File: config.mk
export PLATFORM = sky130hd
export DESIGN_NAME = gnr_step_ctrl
export DESIGN_NICKNAME = d
export VERILOG_FILES = /design/src/rtl/gnr_step_ctrl.sv
export SDC_FILE = /design/constraint.sdc
export NUM_CORES = 1
export LEC_CHECK = 0
export CORE_UTILIZATION = 67
export CTS_CLUSTER_DIAMETER = 40
export DETAILED_ROUTE_END_ITERATION = 8
export DONT_BUFFER_PORTS = 1
export PLACE_DENSITY_LB_ADDON = 0.3
export SKIP_LAST_GASP = 1
export SYNTH_ARGS = -nofsm -noshare
export SYNTH_HDL_FRONTEND = slang
export SYNTH_SLANG_ARGS = --single-unit
File: constraint.sdc
create_clock -name clk -period 3.4 [get_ports clk]
set_input_delay 0.17 -clock clk [delete_from_list [all_inputs] [get_ports clk]]
set_output_delay 0.17 -clock clk [all_outputs]
set_load 0.05 [all_outputs]
File: src/rtl/gnr_step_ctrl.sv
// gnr_step_ctrl: sequences reset/step pulses to a node array and streams per-step state samples.
// Optional macro GNR_FIXED_POINT_DET_EN ends a run early once the s1 vector stops changing.
module gnr_step_ctrl #(
   parameter int NODES  = 8,
   parameter int STEP_W = 16
) (
   input  logic              clk,
   input  logic              rst_n,
   input  logic              start,
   input  logic [STEP_W-1:0] cfg_steps,
   input  logic [NODES-1:0]  init_vec,
   output logic              reset_nos,
   output logic [NODES-1:0]  init_state,
   output logic              start_s0,
   output logic              start_s1,
   input  logic [NODES-1:0]  s0_vec,
   input  logic [NODES-1:0]  s1_vec,
   output logic              out_valid,
   input  logic              out_ready,
   output logic [NODES-1:0]  out_s0,
   output logic [NODES-1:0]  out_s1,
   output logic [STEP_W-1:0] out_step,
   output logic              busy,
   output logic              done,
   output logic              fixed_point
);
   typedef enum logic [2:0] {IDLE, INIT, STEP, SAMPLE, EMIT, DONE} state_t;
   state_t state_q, state_d;
   logic [STEP_W-1:0] steps_q, steps_d, cnt_q, cnt_d, out_step_q, out_step_d;
   logic [NODES-1:0] init_q, init_d, s0_q, s0_d, s1_q, s1_d;
`ifdef GNR_FIXED_POINT_DET_EN
   logic [NODES-1:0] prev_q, prev_d;
   logic fp_q, fp_d;
`endif
   always_comb begin
      state_d    = state_q;
      steps_d    = steps_q;
      cnt_d      = cnt_q;
      out_step_d = out_step_q;
      init_d     = init_q;
      s0_d       = s0_q;
      s1_d       = s1_q;
`ifdef GNR_FIXED_POINT_DET_EN
      prev_d     = prev_q;
      fp_d       = fp_q;
`endif
      case (state_q)
         IDLE: if (start) begin
            steps_d = cfg_steps;
            init_d  = init_vec;
            cnt_d   = '0;
            state_d = INIT;
`ifdef GNR_FIXED_POINT_DET_EN
            fp_d    = 1'b0;
`endif
         end
         INIT: state_d = SAMPLE;
         STEP: begin
            cnt_d   = cnt_q + 1'b1;
            state_d = SAMPLE;
         end
         SAMPLE: begin
            s0_d       = s0_vec;
            s1_d       = s1_vec;
            out_step_d = cnt_q;
            state_d    = EMIT;
         end
         EMIT: if (out_ready) begin
            // comparing before any increment lets an all-ones step count finish without wrapping
            state_d = (cnt_q == steps_q) ? DONE : STEP;
`ifdef GNR_FIXED_POINT_DET_EN
            prev_d = s1_q;
            if (out_step_q != '0 && s1_q == prev_q) begin
               state_d = DONE;
               fp_d    = 1'b1;
            end
`endif
         end
         DONE: state_d = IDLE;
         default: state_d = IDLE;
      endcase
   end
   always_ff @(posedge clk) begin
      if (!rst_n) begin
         state_q    <= IDLE;
         steps_q    <= '0;
         cnt_q      <= '0;
         out_step_q <= '0;
         init_q     <= '0;
         s0_q       <= '0;
         s1_q       <= '0;
`ifdef GNR_FIXED_POINT_DET_EN
         prev_q     <= '0;
         fp_q       <= 1'b0;
`endif
      end else begin
         state_q    <= state_d;
         steps_q    <= steps_d;
         cnt_q      <= cnt_d;
         out_step_q <= out_step_d;
         init_q     <= init_d;
         s0_q       <= s0_d;
         s1_q       <= s1_d;
`ifdef GNR_FIXED_POINT_DET_EN
         prev_q     <= prev_d;
         fp_q       <= fp_d;
`endif
      end
   end
   assign reset_nos  = state_q == INIT;
   assign start_s0   = state_q == STEP;
   assign start_s1   = state_q == STEP;
   assign out_valid  = state_q == EMIT;
   assign busy       = state_q != IDLE;
   assign done       = state_q == DONE;
   assign init_state = init_q;
   assign out_s0     = s0_q;
   assign out_s1     = s1_q;
   assign out_step   = out_step_q;
`ifdef GNR_FIXED_POINT_DET_EN
   assign fixed_point = fp_q;
`else
   assign fixed_point = 1'b0;
`endif
endmodule

==> impl_metrics.csv <==
group,metric,value,unit
detailed_routing,drt_first_iter_violations,320,
floorplan,fp.coreArea,4410,µm²
cts,cts_buffers,9,
run,max-cap-violations,0,
cts,tritoncts_num_sinks,75,
synthesis,synthArstFlopShare,0,
synthesis,synth-xor-area-share,0.0450,
synthesis,synth_top_family_by_area,"simple AND/OR/NAND/NOR gates",
power,p_sw_frac,0.341,
synthesis,synth_seq_cells,75,
cells_and_area,antenna_cells_inserted,0,
detailed_routing,post_drt_via_cell_ratio,6.30,
cells_and_area,n_fill_cell,240,
floorplan,die-area,4920,µm²
cells_and_area,nets,463,
floorplan,io_pins,91,
power,netSwitchingPower,753,µW
synthesis,synth.yosys.warnings,0,
run_status,status,"complete, no violations",
synthesis,yosys.cell_types.count,41,
global_routing,maximum_number_of_pins_on_one_net_before_global_route_repair,73,
timing,timing_hold_violations_final,0,
timing,slew-limit-headroom,0.145,
detailed_routing,postRouteWirelength,8.91,mm
cts,cts_tree,"yes",
global_routing,globalRoute.busiestLayer,"met2",
synthesis,synth_top_flop_cell,"dfxtp_1",
detailed_routing,drc_errors,0,
floorplan,die_height,70.2,µm
floorplan,chip_width,70.2,µm
synthesis,synth_compound_gate_area_share,0.157,
global_routing,grt_pass1_vias,2988,
timing,grt_setup_unrepaired,"no",
power,pwr-share-seq,0.493,
synthesis,syn-mean-instance-area,7.90,µm²
synthesis,postSynthNetCount,439,
global_routing,overflow,0,
timing,fin_crit_sh,0.750,
timing,tightest_slew,1.28,ns
placement,i_o_buffers,0,
detailed_routing,drt_first_pass_iters,5,
synthesis,muxShareOfSynthArea,0.0145,
power,internal_power,1.46,mW
placement,routabilityCongestion,0.822,
critical_path,worstPathRequired,3.69,ns
power,power.ir.vdd_worst,386,µV
power,p_clk_frac,0.320,
cts,cts_repair_resize_count,0,
floorplan,num_rows,24,
detailed_routing,via_count,2978,
global_routing,grt_pass1_wl,14.4,mm
cts,cts.htree.levels,3,
critical_path,rrSetupSlack,0.85,ns
min_path,worst_hold_path_type,"in -> reg",
global_routing,grt_antenna_before_repair,0,
synthesis,synthCells,394,
power,pwr_density_cell,598,nW/µm²
critical_path,timing.setup.critical_path_class,"reg -> reg",
floorplan,effective_utilization_at_floorplan,0.705,
synthesis,netlist_area,3110,µm²
cells_and_area,area.growth.synth_to_final,18.7,%
global_routing,global_route.usage.met2,0.614,
cells_and_area,layout_cells_sized_above_1,0.0713,
placement,hpwl,4.26,mm
global_routing,grt_use_met3,0.113,
timing,finalSetupTns,0,ns
cts,clock_tree.root_cell,"clkbuf_8",
timing,timing.fmax,0.392,GHz
critical_path,critical_path.max_fanout,33,
cts,clkTransAtPathRegs,0.08,ns
timing,slew_viol_final,0,
global_routing,gr-usage-all-layers,0.378,
power,power.static_leakage,1.36,nW
timing,post-route-min-period,2.55,ns
synthesis,edff_count_synth,0,
detailed_routing,ant_nets,0,
cts,insertion_delay_to_the_later_sink_of_the_worst_skew_pair,0.35,ns
critical_path,worstSetupEndpointType,"register",
synthesis,synth-simple-area-share,0.245,
critical_path,critical_path.startpoint_type,"register",
cts,clockBufferDepth,2,
detailed_routing,routed_wire_length_per_instance,18.8,µm
synthesis,synth_sequential_area_ratio,0.482,
synthesis,post_synth_fa_ha_maj_area_fraction,0.00402,
power,power.total,2.21,mW
global_routing,use_met1,0.430,
timing,timing.final.setup_violations,0,
critical_path,crit_arrival,2.84,ns
power,comb_power_share,0.187,
timing,final.setup_skew,0.00987,ns
[power groups by stage]
| stage | combinational, mW | clock (mW) | sequential (mW) |
|---|---|---|---|
| global placement | 0.330 | 0 | 1.10 |
| floorplan | 0.314 | 0 | 1.08 |
| global route | 0.441 | 0.742 | 1.09 |
| finish | 0.414 | 0.706 | 1.09 |
| CTS | 0.382 | 0.701 | 1.08 |
| detailed placement | 0.341 | 0 | 1.10 |
[layer usage]
metal	share of wire	routed length (µm)	up-vias
li1	-	-	1365
met4	0.056	495	0
met1	0.39	3460	1361
met3	0.087	778	54
met2	0.47	4180	198
met5	0	0	-
[final timing paths]
check                                from                      end  depth (start not counted)
setup / recovery  state_q[1]$_SDFFE_PN0P_  state_q[2]$_SDFFE_PN0P_                          4
hold / removal                      start  state_q[0]$_SDFFE_PN0P_                          4
setup reg to reg  state_q[1]$_SDFFE_PN0P_  state_q[2]$_SDFFE_PN0P_                          4
hold reg to reg   steps_q[7]$_SDFFE_PN0P_  steps_q[7]$_SDFFE_PN0P_                          2
[worst max-delay path, cell delays in order (launching register included)]
cell and delay (ns):
dfxtp_1 0.48, and3b_1 1.03, o21ai_0 0.22, a31oi_1 0.18, dlygate4sd3_1 0.58
[logic make-up (layout without fill, tap and decap cells)]
group	count (synthesis)	in the layout
AOI/OAI and AO/OA	87	87
xor gates and xnor gates	16	16
adders and majority gates	1	1
buffers and inverters	38	65
DFF	75	75
muxes	4	4
other	1	1
and+or+nand+nor	172	172
[sequential cells by signal, indices dropped and copies added (netlist names)]
register,count
cnt_q,16
out_step,16
steps_q,16
init_state,8
out_s0,8
out_s1,8
state_q,3
[cell usage in the layout (no fill, tap or decap), types with 3 or more instances in the layout]
| cell type | instances |
|---|---|
| clkbuf_8 | 12 |
| xor2_1 | 16 |
| nand3_1 | 7 |
| nor4_1 | 5 |
| dfxtp_1 | 75 |
| buf_4 | 3 |
| inv_1 | 4 |
| nor2_1 | 7 |
| o211ai_1 | 6 |
| nand4_1 | 4 |
| or4_1 | 3 |
| nand2_1 | 125 |
| a31oi_1 | 3 |
| dlygate4sd3_1 | 43 |
| or3_1 | 8 |
| a21oi_1 | 66 |
| mux2_2 | 4 |
[cells in the mapped netlist (2+ instances only)]
library cell | n | area share
or4_1 | 3 | 0.0072
a21oi_1 | 66 | 0.11
nor3b_1 | 2 | 0.0048
o21ai_0 | 2 | 0.0032
clkbuf_1 | 24 | 0.029
a31o_2 | 2 | 0.0056
nor2_1 | 7 | 0.0084
and3b_1 | 2 | 0.0056
buf_4 | 3 | 0.0072
inv_1 | 4 | 0.0048
o21a_1 | 2 | 0.0048
nand4_1 | 4 | 0.0080
dfxtp_1 | 75 | 0.48
buf_2 | 5 | 0.0080
or3_1 | 8 | 0.016
mux2_2 | 4 | 0.014
xor2_1 | 16 | 0.045
nand2_1 | 125 | 0.15
o211ai_1 | 6 | 0.014
a31oi_1 | 3 | 0.0060
nor4_1 | 5 | 0.010
nand3_1 | 7 | 0.011
[area by class of cell]
type / count / area (µm²) / share of cell area
sequential: 75 / 1500 / 0.406
multi-input combinational: 281 / 1460 / 0.394
timing repair buffer: 46 / 453 / 0.123
clock buffer: 12 / 165 / 0.0447
tap: 52 / 65.1 / 0.0176
clock inverter: 2 / 35.0 / 0.00948
inverter: 5 / 18.8 / 0.00508
[repair_timing]
item | CTS | global route
hold endpoints to repair | 42 | 0
setup buffers | 0 | 0
hold buffers | 43 | 0
[through the flow]
step	area, µm²	hold WS, ns	util	worst slack, ns	instances
after CTS	3690	0.211	0.837	0.878	473
after global placement	3060	0.274	0.694	1.34	416
after floorplan	3110	0.270	-	1.38	394
after detailed placement	3060	0.284	0.694	1.28	416
after global routing	3690	0.311	0.837	0.682	473
final	3690	0.285	0.837	0.851	473
Note: power is estimated with default switching activity, not from simulation.
